`src/rtl/line_draw_arbiter.sv`:
```
// line_draw_arbiter: round-robin arbiter sharing one line drawer among NREQ requesters
module line_draw_arbiter #(
  parameter int NREQ = 3,
  parameter int CW = 11
) (
  input  logic               clk,
  input  logic               reset,
  input  logic [NREQ-1:0]    req,
  input  logic [NREQ*CW-1:0] req_x0,
  input  logic [NREQ*CW-1:0] req_y0,
  input  logic [NREQ*CW-1:0] req_x1,
  input  logic [NREQ*CW-1:0] req_y1,
  input  logic [NREQ-1:0]    req_color,
  input  logic               done,
  output logic [CW-1:0]      x0,
  output logic [CW-1:0]      y0,
  output logic [CW-1:0]      x1,
  output logic [CW-1:0]      y1,
  output logic               color,
  output logic               start,
  output logic [NREQ-1:0]    grant,
  output logic [NREQ-1:0]    ack,
  output logic               busy
);
  localparam int LW = NREQ > 1 ? $clog2(NREQ) : 1;
  typedef enum logic [1:0] {IDLE, LAUNCH, DRAW} state_t;
  state_t state_q, state_d;
  logic [CW-1:0] x0_q, x0_d, y0_q, y0_d, x1_q, x1_d, y1_q, y1_d;
  logic color_q, color_d;
  logic [NREQ-1:0] grant_q, grant_d, ack_q, ack_d;
  logic [LW-1:0] last_q, last_d, win, idx;
  logic launch, finish;
  always_ff @(posedge clk or negedge reset) begin
    if (!reset) state_q <= IDLE;
    else state_q <= state_d;
  end
  always_comb begin
    state_d = (state_q == IDLE && |req) ? LAUNCH :
              (state_q == LAUNCH) ? DRAW :
              (state_q == DRAW && done) ? IDLE : state_q;
  end
  // scan from last+1 upward with wrap; first requester found wins
  always_comb begin
    win = last_q;
    idx = '0;
    for (int k = NREQ; k >= 1; k--) begin
      idx = LW'((int'(last_q) + k) % NREQ);
      if (req[idx]) win = idx;
    end
  end
  always_comb begin
    launch  = state_q == IDLE && |req;
    finish  = state_q == DRAW && done;
    x0_d    = launch ? req_x0[win*CW +: CW] : x0_q;
    y0_d    = launch ? req_y0[win*CW +: CW] : y0_q;
    x1_d    = launch ? req_x1[win*CW +: CW] : x1_q;
    y1_d    = launch ? req_y1[win*CW +: CW] : y1_q;
    color_d = launch ? req_color[win] : color_q;
    grant_d = launch ? NREQ'(1) << win : finish ? '0 : grant_q;
    last_d  = launch ? win : last_q;
    ack_d   = finish ? NREQ'(1) << last_q : '0;
    start   = state_q == LAUNCH;
    busy    = state_q != IDLE;
  end
  always_ff @(posedge clk or negedge reset) begin
    if (!reset) begin
      x0_q    <= '0;
      y0_q    <= '0;
      x1_q    <= '0;
      y1_q    <= '0;
      color_q <= 1'b0;
      grant_q <= '0;
      ack_q   <= '0;
      last_q  <= LW'(NREQ - 1);
    end else begin
      x0_q    <= x0_d;
      y0_q    <= y0_d;
      x1_q    <= x1_d;
      y1_q    <= y1_d;
      color_q <= color_d;
      grant_q <= grant_d;
      ack_q   <= ack_d;
      last_q  <= last_d;
    end
  end
  assign x0    = x0_q;
  assign y0    = y0_q;
  assign x1    = x1_q;
  assign y1    = y1_q;
  assign color = color_q;
  assign grant = grant_q;
  assign ack   = ack_q;
endmodule
```
`config.mk`:
```
export PLATFORM = sky130hd
export DESIGN_NAME = line_draw_arbiter
export DESIGN_NICKNAME = d
export VERILOG_FILES = /design/src/rtl/line_draw_arbiter.sv
export SDC_FILE = /design/constraint.sdc
export NUM_CORES = 1
export LEC_CHECK = 0
export CAP_MARGIN = 20
export CORE_MARGIN = 10
export CORE_UTILIZATION = 40
export DETAILED_ROUTE_END_ITERATION = 8
export PLACE_DENSITY_LB_ADDON = 0.08
export SETUP_SLACK_MARGIN = 0.05
export SYNTH_ARGS = -nofsm -noshare
export SYNTH_HDL_FRONTEND = slang
export SYNTH_SLANG_ARGS = --single-unit
```
`constraint.sdc`:
```
create_clock -name clk -period 5.1 [get_ports clk]
set_input_delay 0.51 -clock clk [delete_from_list [all_inputs] [get_ports clk]]
set_output_delay 0.51 -clock clk [all_outputs]
set_load 0.03 [all_outputs]
```
* Word-level counts from Yosys, hierarchy flattened
Cells that the tools add are included.
Word-level totals: flip-flop bits (word level) 55, output and inout bits 53, input bits 141, logic and storage cells 52
Operators by class: $lt $le $gt $ge 4, shift operators 6, equality and inequality tests 2, div/mod/pow operators 3, $add $sub $neg 3, reductions and logical operators 7, muxes and demuxes 17, $mul 1
Operators with widths (count):
- variable part select 33 x 7 -> 11 bit | 4
- remainder unit 32 x 3 -> 32 bit, second input constant | 3
- less-than comparator 2 x 3 -> 1 bit, second input constant | 4
- 2-to-1 mux 2 bit | 6
- 2-to-1 mux 3 bit | 3
- binary-select mux 1 bit (select 2 bit) | 4
- adder 2 x 2 -> 3 bit, second input constant | 2
- multiplier 2 x 4 -> 6 bit, second input constant | 1
- << shifter 1 x 2 -> 3 bit, first input constant | 2
- 2-to-1 mux 1 bit | 4
- nonzero test 2 bit | 2
- adder 2 x 1 -> 3 bit, second input constant | 1
- nonzero test 3 bit | 1
- OR reduction 3 bit | 1
- equality test 2 x 1 -> 1 bit, second input constant | 1
- equality test 2 bit, second input constant | 1
- logical AND 1 bit | 2
- zero test 2 bit | 1

* Logic depth before layout (Yosys ltp)
Gate-level depths: netlist of run 1.
depth after elaboration 9, mapped depth 11, mapped depth without buffers 8

* Worst setup path before layout of run 1
OpenSTA, ideal clock, no wires.
path kind register -> register, start point register last_q[1], end point register x0_q[1] (netlist: x0[1]), path buffers 3, period minus slack after synthesis 2373 ps, setup time 133 ps, data required time 4967 ps, arrival time 2240 ps, setup slack 2727 ps, cell stages (with the launch flop) 12, path through dfstp_2 inv_1 ha_1 buf_4 nor2_1 a32oi_1 nor2_1 a221oi_2 buf_6 buf_8 mux2i_1 o221ai_2
Between the ends: word-level cells in the longest chain between the ends 9, elaborated cells on any way between the ends 17, those cells by class add/sub: 3; mul: 1; div: 3; shift: 1; mux: 9
RTL lines:
- start, declared | line 31 | logic [LW-1:0] last_q, last_d, win, idx;
- start signal, assigned | line 74 | last_q <= LW'(NREQ - 1);
- start signal, assigned | line 83 | last_q <= last_d;
- adder 2 x 2 -> 3 bit | line 47 | idx = LW'((int'(last_q) + k) % NREQ);
- remainder unit 32 x 3 -> 32 bit | line 47
- binary-select mux 1 bit (select 2 bit) | line 48 | if (req[idx]) win = idx;
- 2-to-1 mux 1 bit (not written as such) | line 48
- 2-to-1 mux 2 bit (2 in a row) | line 48
- 2-to-1 mux 2 bit * | line 48
- multiplier 2 x 4 -> 6 bit * | line 54 | x0_d = launch ? req_x0[win*CW +: CW] : x0_q;
- variable part select 33 x 7 -> 11 bit * | line 54
- end signal, assigned | line 67 | x0_q <= '0;
- end signal, assigned | line 76 | x0_q <= x0_d;
- end, declared | line 28 | logic [CW-1:0] x0_q, x0_d, y0_q, y0_d, x1_q, x1_d, y1_q, y1_d;
Every way passes the cells marked *; elsewhere a longest branch is shown, timed or not. The select of a mux whose other input is x is not followed. A chain may end at the register's enable or synchronous reset.

* Worst setup path in the final report of run 1
start point register last_q[1], end point register y1_q[4] (netlist: y1[4])
Between the ends: word-level cells in the longest chain between the ends 9, elaborated cells on any way between the ends 17, those cells by class add/sub: 3; mul: 1; div: 3; shift: 1; mux: 9
RTL lines:
- adder 2 x 2 -> 3 bit | line 47
- remainder unit 32 x 3 -> 32 bit | line 47
- binary-select mux 1 bit (select 2 bit) | line 48
- 2-to-1 mux 1 bit (not written as such) | line 48
- 2-to-1 mux 2 bit (2 in a row) | line 48
- 2-to-1 mux 2 bit * | line 48
- multiplier 2 x 4 -> 6 bit * | line 57 | y1_d = launch ? req_y1[win*CW +: CW] : y1_q;
- variable part select 33 x 7 -> 11 bit * | line 57
- end signal, assigned | line 79 | y1_q <= y1_d;
- end, declared | line 28
Marks and branches as above.

==> results of run 1 <==
[worst max-delay path, stage by stage, from the launching register on]
cell,delay [ps]
dfstp_2,570
inv_1,80
ha_1,570
mux2i_1,280
o21ai_2,130
a221oi_2,300
a21oi_1,180
nand2b_2,790
o221ai_1,250
[power groups by stage]
stage / clock network (mW) / registers [mW] / logic [mW]
2_1_floorplan: 0 / 0.557 / 0.0945
3_3_place_gp: 0 / 0.493 / 0.354
3_5_place_dp: 0 / 0.494 / 0.361
4_1_cts: 0.268 / 0.486 / 0.362
5_1_grt: 0.288 / 0.490 / 0.380
6_report: 0.262 / 0.486 / 0.357
[area by class of cell]
cell class | instances | area (µm²)
inverter | 7 | 26.3
clock buffer | 8 | 100
sequential | 55 | 1380
timing repair buffer | 198 | 1980
multi-input combinational | 243 | 1690
tap | 102 | 128
fill | 658 | 2550
[layer usage]
layer	share of wire, %	track usage [%]	wire length [µm]
met1	37	21.0	4420
met2	51	32.9	6120
met3	11	7.49	1310
met4	1.6	4.77	189
met5	0	0	0
[cells in the final DEF, fill, tap and decap left out, drive strengths merged, types with 2 or more instances in the layout]
master / instances
nand2b: 4
o221ai: 45
nand3: 7
buf: 6
mux2i: 49
nor2: 9
a221oi: 2
inv: 7
dfrtp: 54
o21ai: 7
a21oi: 4
clkdlybuf4s50: 192
ha: 5
clkbuf: 8
nand2: 98
[state kept, by name, indices dropped and copies added, names as in the netlist]
| name | count |
|---|---|
| state_q | 2 |
| y0 | 11 |
| color | 1 |
| y1 | 11 |
| grant | 3 |
| last_q | 2 |
| ack | 3 |
| x0 | 11 |
| x1 | 11 |
[logic make-up after synthesis]
logic type / share of synthesized area (%)
compound gates: 18.1
fa+ha+maj: 1.91
buf+inv: 6.89
mux: 15.5
flops: 42.2
simple gates: 15.5
[final timing paths]
check                           slack [ps]                 end                   from  cells past startpoint
max in group asynchronous             4290   x0[6]$_DFFE_PN0P_                  reset                      2
worst max-delay path                  1770   y1[4]$_DFFE_PN0P_  last_q[1]$_DFFE_PN1P_                      8
min in group clk                       490  y1[10]$_DFFE_PN0P_     y1[10]$_DFFE_PN0P_                      2
worst min register to register         490  y1[10]$_DFFE_PN0P_     y1[10]$_DFFE_PN0P_                      2
worst min-delay path                   340    ack[2]$_DFF_PN0_                  reset                      2
worst max register to register        1770   y1[4]$_DFFE_PN0P_  last_q[1]$_DFFE_PN1P_                      8
[metrics by stage]
step / worst slack [ps] / hold slack (ps) / cells / area (µm²)
after floorplan: 2730 / 214 / 332 / 3270
after global placement: 1950 / 468 / 604 / 5180
after detailed placement: 1770 / 472 / 604 / 5180
after CTS: 1760 / 370 / 612 / 5280
after global routing: 1530 / 391 / 613 / 5300
final: 1770 / 343 / 613 / 5300
==> summary.txt, run 1 <==
Floorplan
  • I/O Pins: 194
  • Core area: 0.00785 mm²
  • Area of the die: 0.0122 mm²
  • Initial Utilization: 41.6%
  • Die X: approximately 110 µm
  • # rows: 32
  • Die H: 110 µm

CTS
  • Worst skew pair latency: 300 ps
  • Hold Buf Count CTS: 0
  • Deepest clock path buffer count: 2
  • CTS sink cnt: 55
  • CTS Buf Count: 5
  • Htree depth: 2
  • Clock transition at path regs: 90 ps
  • Number of gates resized after CTS: 0
  • CTS tree: done
  • Post-CTS Setup Inserts: 0
  • Clock root buffer: clkbuf_8

Setup path
  • Critical Path AT: between 3000 and 4000 ps
  • CP Class: flop to flop
  • CP required: 5220 ps
  • Critical Path Sink Type: flop
  • Crit start category: flop
  • Critical Path Fanout Max: 46

Outcome
  • Outcome: finished clean

Run
  • MaxCap Viol Count: 0

Logic synthesis
  • Yosys reg bits: 55
  • Top post-synthesis cells by area: dfrtp_1, mux2i_1, nand2_1, o221ai_1, o221ai_2
  • Syn. warnings: 0
  • Most common cell in the netlist: nand2_1
  • Mapped Cells: about 330
  • Yosys top cell area share: 41.4%
  • Ys async rst share: 100%
  • Yosys cell types: 39
  • Most frequent cells after synthesis: nand2_1, dfrtp_1, mux2i_1
  • Synthesized area: around 0.0033 mm²
  • Post-synth EDFFs: 0
  • Post-Syn Nets: 478
  • Part of the Yosys area used for sequential elements: 42.2%
  • Area leader, netlist: dfrtp_1
  • Predominant post-synthesis flop cell: dfrtp_1
  • Avg Cell Area, Syn: about 9.8 µm²

Cells and area
  • Layout overhead on the synthesized area: 62.1%
  • # nets final: 656
  • Antenna diode count: 0
  • Share of cells above drive strength 1: 6.65%
  • Core Util, Final: 67.5%

Place
  • GPL Wtd Cong: about 0.84
  • Dpl hpwl: around 9.3 mm
  • Port-buffer cells: 193

Routing
  • DRT iter0 DRCs: about 190
  • Routed vias: 3257
  • TritonRoute pass-1 iters: 5
  • Final ANT Viol Nets: 0
  • DRC: 0
  • WL final: around 12 mm
  • DR vias/cell: 5.31
  • Wirelength per Cell: about 20 µm

Timing
  • Worst-Margin Slew: 1080 ps
  • Relative slew slack: 28.0%
  • Setup-failing EPs final: 0
  • Final hold vios: 0
  • Clk_skew: 3.24 ps
  • Final setup TNS: 0 ps
  • Final Max Tran Viols: 0
  • RSZ-0062 raised after global routing: no
  • Final min period: 3330 ps
  • Fin crit share: 65.4%
  • Fmax: 300 MHz

Power and ir drop
  • Total power: 1.10 mW
  • Combinational Power Share: about 32%
  • Lkg Pwr: 2.20 nW
  • Switching part of the total: roughly 29%
  • Peak VDD IR: 0.000119 V
  • Clk network pwr share: about a quarter
  • Sw power: 319 µW
  • PD cells: 208 mW/mm²
  • Internal power: 785 µW
  • Seq pwr share: between 40% and 50%

Global routing
  • Global-route wire length before repair: about 18 mm
  • Total gr overflow: 0
  • Initial antenna violation count: 0
  • Vias in the first global route: around 3.5k
  • Pin count of the biggest net entering global routing: 56
  • Total GRT Usage: 18.9%

Min path
  • HP Class: input pin to asynchronous set/reset pin
Note: power is estimated with default switching activity, not from simulation.
==> run 2: changes to the inputs <==
--- a/config.mk
+++ b/config.mk
@@ -7,7 +7,7 @@
 export LEC_CHECK = 0
 export CAP_MARGIN = 20
 export CORE_MARGIN = 10
-export CORE_UTILIZATION = 40
+export CORE_UTILIZATION = 34
 export DETAILED_ROUTE_END_ITERATION = 8
 export PLACE_DENSITY_LB_ADDON = 0.08
 export SETUP_SLACK_MARGIN = 0.05
==> constraint.sdc (replaced) <==
create_clock -name clk -period 3 [get_ports clk]
set_input_delay 0.3 -clock clk [delete_from_list [all_inputs] [get_ports clk]]
set_output_delay 0.3 -clock clk [all_outputs]
set_load 0.03 [all_outputs]
==> run 2 against run 1 <==
Effect of this change:
- utilization fell by 9.2 points
- final cell count rose by 5.5%
- design area rose by 2.2%
- highest routed layer unchanged
- largest cell class unchanged
- die area rose by 14%
- sequential cell count did not move
==> summary.txt, run 2 (synthesized netlist as in run 1, its figures left out) <==
Outcome
  • Outcome: finished clean

Routing
  • WL final: 12.4 mm (+2.9%)
  • Wirelength per Cell: 19.2 µm (-2.5%)
  • Final ANT Viol Nets: 0 (unchanged)
  • Routed vias: 3253 (-0.12%)
  • DRC: 0 (unchanged)
  • DRT iter0 DRCs: 161 (-14%)
  • TritonRoute pass-1 iters: 4 (-1)
  • DR vias/cell: 5.03 (-5.4%)

Power and ir drop
  • Clk network pwr share: 24.2% (+0.5 points)
  • Peak VDD IR: 0.000214 V (+80%)
  • Combinational Power Share: 32.3% (about the same)
  • Seq pwr share: 43.5% (-0.5 points)
  • Sw power: 553 µW (+73%)
  • Lkg Pwr: 2.24 nW (+2.1%)
  • Internal power: 1.34 mW (+71%)
  • Switching part of the total: 29.2% (+0.25 points)
  • PD cells: 350 mW/mm² (+68%)

Floorplan
  • Area of the die: 0.0139 mm² (+14%)
  • # rows: 35 (+9.4%)
  • I/O Pins: 194 (unchanged)
  • Initial Utilization: 35.2% (-6.4 points)
  • Core area: 0.00928 mm² (+18%)
  • Die H: 118 µm (+6.9%)
  • Die X: 118 µm (+6.9%)

Setup path
  • CP Class: flop to flop
  • Cell seen most often among critical-path stages: mux2i_1
  • Critical Path Fanout Max: 12 (-74%)
  • Max incr delay on CP: 580 ps (-210 ps)
  • Crit start category: flop
  • Critical Path AT: 2950 ps (-510 ps)
  • CP required: 3180 ps (-2040 ps)
  • CP Buf/Inv Count: 2 (+1)
  • CP max-delay cell: dfstp_2
  • CP top delay family: compound AO/OA/AOI/OAI gates
  • Critical Path Sink Type: flop
  • Cell Chain, Critical Path: inv_1, ha_2, mux2i_1, o21ai_2, a221oi_2, a221oi_4, buf_4, mux2i_1, o221ai_1

Global routing
  • Global-route wire length before repair: 19.6 mm (+7.5%)
  • Total gr overflow: 0 (unchanged)
  • Vias in the first global route: 3488 (+0.84%)
  • Initial antenna violation count: 0 (unchanged)
  • Pin count of the biggest net entering global routing: 42 (-25%)
  • Total GRT Usage: 17.1% (-1.8 points)

Place
  • Port-buffer cells: 193 (unchanged)
  • GPL Wtd Cong: 0.818 (-2.5%)
  • DP Worst Slack: 112 ps (-1660 ps)
  • Dpl hpwl: 9.55 mm (+2.7%)

Cells and area
  • Filler Cell Count: 847 (+29%)
  • Layout overhead on the synthesized area: 65.8%
  • # nets final: 663 (+1.1%)
  • Most common cell after layout, fill and taps aside: clkdlybuf4s50_1
  • Area occupied by multi-input gates: 0.00170 mm² (+0.44%)
  • Most frequent cells in the layout: clkdlybuf4s50_1, nand2_1, dfrtp_1
  • Sequential cell area: 0.00138 mm² (unchanged)
  • Antenna diode count: 0 (unchanged)
  • Share of cells above drive strength 1: 8.11% (+1.5 points)

Run
  • MaxCap Viol Count: 0 (unchanged)

Timing
  • RSZ-0062 raised after global routing: no
  • Final setup TNS: 0 ps (unchanged)
  • Setup-failing EPs final: 0 (unchanged)
  • Setup ws final: 229 ps (-1540 ps)
  • Final min period: 2770 ps (-563 ps)
  • Final Max Tran Viols: 0 (unchanged)
  • Final hold vios: 0 (unchanged)
  • Clk_skew: 8.04 ps (+4.79 ps)
  • Fmax: 361 MHz (+20%)
  • Fin crit share: 92.4% (+27 points)
  • Worst-Margin Slew: 953 ps (-127 ps)
  • Relative slew slack: 36.5% (+8.5 points)

CTS
  • Post-CTS Setup Inserts: 0 (unchanged)
  • CTS Buf Count: 5 (unchanged)
  • Deepest clock path buffer count: 2 (unchanged)
  • CTS tree: done
  • Clock root buffer: clkbuf_8
  • Htree depth: 2 (unchanged)
  • Clock transition at path regs: 100 ps (about the same)
  • Worst skew pair latency: 310 ps (about the same)
  • CTS sink cnt: 55 (unchanged)

Min path
  • HP Class: input pin to asynchronous set/reset pin
-- run 2: cell count changes in the layout (fill, tap and decap cells not counted), sizes merged --
cell  change
buf       +7
-- run 2: what timing repair did --
action                                 in CTS  in global routing
setup endpoints to repair                   0                 45
endpoints found under the hold margin       0                  0
hold buffers                                0                  0
gates resized for setup                     0                  2
-- run 2: power groups by stage --
| stage | clock (mW) | sequential [mW] | combinational (mW) |
|---|---|---|---|
| floorplan | 0 | 0.947 | 0.161 |
| global placement | 0 | 0.838 | 0.615 |
| detailed placement | 0 | 0.838 | 0.619 |
| CTS | 0.476 | 0.826 | 0.621 |
| global route | 0.505 | 0.833 | 0.654 |
| finish | 0.458 | 0.825 | 0.613 |
-- run 2: final cells by class --
| cell class | count | share of cell area (%) |
|---|---|---|
| repair buffers | 205 | 37.9 |
| multi-input cells | 243 | 31.3 |
| flip-flops and latches | 55 | 25.4 |
| well taps | 129 | 2.98 |
| clock buffers | 8 | 1.85 |
| inverters | 7 | 0.485 |
-- run 2: path summary, 6_finish.rpt --
kind	startpoint	endpoint	slack, ps	cells past startpoint
worst max-delay path	last_q[1]$_DFFE_PN1P_	y1[6]$_DFFE_PN0P_	230	9
worst min-delay path	reset	state_q[1]$_DFFE_PN0P_	140	1
worst max register to register	last_q[1]$_DFFE_PN1P_	y1[6]$_DFFE_PN0P_	230	9
worst min register to register	x0[10]$_DFFE_PN0P_	x0[10]$_DFFE_PN0P_	490	2
max in group asynchronous	reset	y0[7]$_DFFE_PN0P_	2080	2
min in group clk	x0[10]$_DFFE_PN0P_	x0[10]$_DFFE_PN0P_	490	2
-- run 2: metal layers --
metal / track usage, % / share of wire [%] / up-vias
met5: 0 / 0 / -
met3: 6.19 / 8.6 / 8
met1: 21.2 / 42 / 1550
li1: - / - / 1562
met4: 3.17 / 0.87 / 0
met2: 27.8 / 49 / 133
-- run 2: through the flow --
step | util, % | hold slack, ps | instances | power (mW) | area [µm²]
after global placement | 57.2 | 469 | 639 | 1.45 | 5310
after detailed placement | 57.2 | 473 | 639 | 1.46 | 5310
final | 58.3 | 135 | 647 | 1.90 | 5420
after floorplan | - | 4.41 | 332 | 1.11 | 3270
after CTS | 58.2 | 171 | 647 | 1.92 | 5410
after global routing | 58.3 | 207 | 647 | 1.99 | 5420
==> run 3: changes to the inputs <==
--- a/config.mk
+++ b/config.mk
@@ -5,9 +5,11 @@
 export SDC_FILE = /design/constraint.sdc
 export NUM_CORES = 1
 export LEC_CHECK = 0
+export ABC_AREA = 1
 export CAP_MARGIN = 20
+export CORE_ASPECT_RATIO = 1.25
 export CORE_MARGIN = 10
-export CORE_UTILIZATION = 34
+export CORE_UTILIZATION = 36
 export DETAILED_ROUTE_END_ITERATION = 8
 export PLACE_DENSITY_LB_ADDON = 0.08
 export SETUP_SLACK_MARGIN = 0.05
==> constraint.sdc (replaced) <==
create_clock -name clk -period 2.45 [get_ports clk]
set_input_delay 0.245 -clock clk [delete_from_list [all_inputs] [get_ports clk]]
set_output_delay 0.245 -clock clk [all_outputs]
set_load 0.03 [all_outputs]
==> run 3 against run 2 <==
Effect of this change:
- design area grew 12%
- critical path depth up 5
- non-clock buffer count grew 6
- fmax increased by 22%
- routed wire length increased by 12%
==> summary.txt, run 3 <==
Logic synthesis
  • Post-synth EDFFs: 0 (unchanged)
  • Yosys cell types: 25 (-36%)
  • Mapped Cells: 547 (+65%)
  • Yosys top cell area share: 36.9% (-4.5 points)
  • Post-Syn Nets: 693 (+45%)
  • Most frequent cells after synthesis: nand2_1, nand3_1, inv_1
  • Predominant post-synthesis flop cell: dfrtp_1
  • Syn. warnings: 0 (unchanged)
  • Synthesized area: 0.00366 mm² (+12%)
  • Avg Cell Area, Syn: 6.69 µm² (-32%)
  • Most common cell in the netlist: nand2_1
  • Top post-synthesis cells by area: dfrtp_1, nand2_1, nand3_1, inv_1, o211ai_1
  • Part of the Yosys area used for sequential elements: 37.6% (-4.5 points)
  • Ys async rst share: 100% (unchanged)
  • Area leader, netlist: dfrtp_1
  • Yosys reg bits: 55 (unchanged)

Timing
  • Fin crit share: 92.9% (+0.56 points)
  • Setup-failing EPs final: 0 (unchanged)
  • Setup ws final: 173 ps (-55.6 ps)
  • Worst-Margin Slew: 859 ps (-94.0 ps)
  • Final Max Tran Viols: 0 (unchanged)
  • Fmax: 439 MHz (+22%)
  • RSZ-0062 raised after global routing: no
  • Clk_skew: 3.35 ps (-4.68 ps)
  • Relative slew slack: 42.7% (+6.2 points)
  • Final min period: 2280 ps (-494 ps)
  • Final hold vios: 0 (unchanged)

Floorplan
  • Die X: 110 µm (-6.6%)
  • Initial Utilization: 36.6% (+1.4 points)
  • Die H: 133 µm (+12%)
  • # rows: 41 (+17%)
  • Core area: 0.0100 mm² (+7.7%)
  • Area of the die: 0.0146 mm² (+5.0%)
  • I/O Pins: 194 (unchanged)

Min path
  • Hold Crit Start: x0[1]$_DFFE_PN0P_
  • HP Class: flop to flop
  • Number of cells on the worst hold path: 2

Cells and area
  • # nets final: 883 (+33%)
  • Share of cells above drive strength 1: 7.32% (-0.79 points)
  • Layout overhead on the synthesized area: 65.1%
  • Fin cells: 867 (+34%)
  • Most common cell after layout, fill and taps aside: nand2_1
  • Antenna diode count: 0 (unchanged)
  • Filler Cell Count: 911 (+7.6%)
  • Most frequent cells in the layout: nand2_1, clkdlybuf4s50_1, nand3_1

Routing
  • DRC: 0 (unchanged)
  • Highest metal used: met4
  • DRT iter0 DRCs: 245 (+52%)
  • Metal2 WL: 6.69 mm (+11%)
  • DR vias/cell: 4.80 (-4.5%)
  • WL final: 13.9 mm (+12%)
  • TritonRoute pass-1 iters: 4 (unchanged)
  • Wirelength per Cell: 16.1 µm (-16%)
  • Final ANT Viol Nets: 0 (unchanged)
  • Post-Route M1 WL: 5.76 mm (+11%)
  • Routed length on met3: 1.27 mm (+19%)
  • Routed vias: 4163 (+28%)

Setup path
  • R2R Setup Slk: 170 ps (-60 ps)
  • Cell Chain, Critical Path: inv_2, ha_4, inv_2, nand2_1, nand2_2, nand2_1, nand2_1, nand2_1, inv_2, nand2_8, nand2_8, buf_16, o211ai_1, nand3_1
  • CP required: 2620 ps (-560 ps)
  • CP Class: flop to flop
  • CP max-delay cell: dfstp_2
  • Critical Path AT: 2440 ps (-510 ps)
  • Cell seen most often among critical-path stages: nand2_1
  • Max incr delay on CP: 570 ps (about the same)
  • Worst r2r path cells: 14 (+5)
  • R2r startpoint: last_q[1]$_DFFE_PN1P_
  • Crit start category: flop
  • Critical Path Sink Type: flop
  • Critical Path Fanout Max: 25 (+13)
  • Worst Setup SP: last_q[1]$_DFFE_PN1P_

Global routing
  • Global-route wire length before repair: 21.5 mm (+10%)
  • Total GRT Usage: 18.0% (+0.96 points)
  • Total gr overflow: 0 (unchanged)
  • Pin count of the biggest net entering global routing: 34 (-19%)
  • Initial antenna violation count: 0 (unchanged)
  • Vias in the first global route: 4376 (+25%)

CTS
  • Clock transition at path regs: 70 ps (-30 ps)
  • Htree depth: 2 (unchanged)
  • Clock root buffer: clkbuf_16
  • CTS tree: done
  • CTS Buf Count: 5 (unchanged)
  • Deepest clock path buffer count: 2 (unchanged)
  • CTS sink cnt: 55 (unchanged)
  • Worst skew pair latency: 300 ps (about the same)

Place
  • Placed cells: 851 (+33%)
  • GPL Wtd Cong: 0.956 (+17%)
  • Dpl hpwl: 10.2 mm (+7.0%)
  • DP Worst Slack: -28.2 ps (-140 ps)
  • Port-buffer cells: 193 (unchanged)

Outcome
  • Outcome: finished clean

Power and ir drop
  • Peak VDD IR: 0.000284 V (+32%)
  • PD cells: 474 mW/mm² (+35%)
  • Lkg Pwr: 3.04 nW (+35%)

Run
  • MaxCap Viol Count: 0 (unchanged)
## run 3: cell count changes after synthesis, moves of 4 or more
cell and delta:
o211ai_1 +18, nand2b_1 -4, nand2_1 +116, nor2_1 -4, o221ai_2 -9, o221ai_1 -36
nand2_2 +4, inv_1 +73, nand3_1 +104, mux2i_1 -49, buf_4 +8, inv_2 +6
## run 3: power breakdown
group	switching, mW	internal [mW]
registers	0.0272	0.957
logic	0.543	0.500
clock network	0.328	0.509
total	0.898	1.97
## run 3: critical path: cells and delay by family, from the launching register on
| family | cells | cell delay [ps] |
|---|---|---|
| and+or+nand+nor | 8 | 730 |
| DFF | 1 | 570 |
| buffers and inverters | 4 | 350 |
| adders and majority gates | 1 | 290 |
| AOI/OAI and AO/OA | 1 | 210 |
## run 3: path summary, 6_finish.rpt
path                                     end
setup / recovery           x1[7]$_DFFE_PN0P_
hold / removal             x0[1]$_DFFE_PN0P_
setup reg to reg           x1[7]$_DFFE_PN0P_
hold reg to reg            x0[1]$_DFFE_PN0P_
max in group asynchronous  x0[3]$_DFFE_PN0P_
min in group asynchronous  x0[2]$_DFFE_PN0P_
## run 3: per-layer routing
layer | up-vias | global-route usage, %
li1 | 2085 | -
met1 | 1898 | 21.3
met2 | 169 | 30.4
met3 | 11 | 5.83
met4 | 0 | 4.43
met5 | - | 0
## run 3: through the flow
stage / TNS (ps) / total power, mW / util (%) / hold slack [ps] / area, µm²
floorplan: 0 / 1.53 / - / -50.6 / 3660
global placement: 0 / 1.94 / 56.8 / 303 / 5680
detailed placement: -129 / 1.95 / 56.8 / 297 / 5680
CTS: 0 / 2.84 / 59.4 / 486 / 5950
global route: 0 / 3.03 / 60.4 / 499 / 6040
finish: 0 / 2.86 / 60.4 / 484 / 6040
## run 3: cell type report
| class | instances | area (µm²) | share of cell area [%] |
|---|---|---|---|
| Clock buffer | 6 | 139 | 2.30 |
| Clock inverter | 2 | 35.0 | 0.580 |
| Inverter | 86 | 328 | 5.42 |
| Multi-Input combinational cell | 378 | 1840 | 30.5 |
| Sequential cell | 55 | 1380 | 22.8 |
| Tap cell | 129 | 161 | 2.67 |
| Timing Repair Buffer | 211 | 2160 | 35.7 |
## run 3: what timing repair did
item	CTS	global route
hold buffers	1	0
setup endpoints to repair	45	46
setup buffers	2	0
hold endpoints to repair	24	0
gates cloned	1	4
pin swaps	2	4
resized for setup	7	13
## run 3: cells by family after synthesis
family          synth area share [%]
buf+inv                         14.4
simple gates                    40.3
compound gates                  6.02
flops                           37.6
fa+ha+maj                       1.71
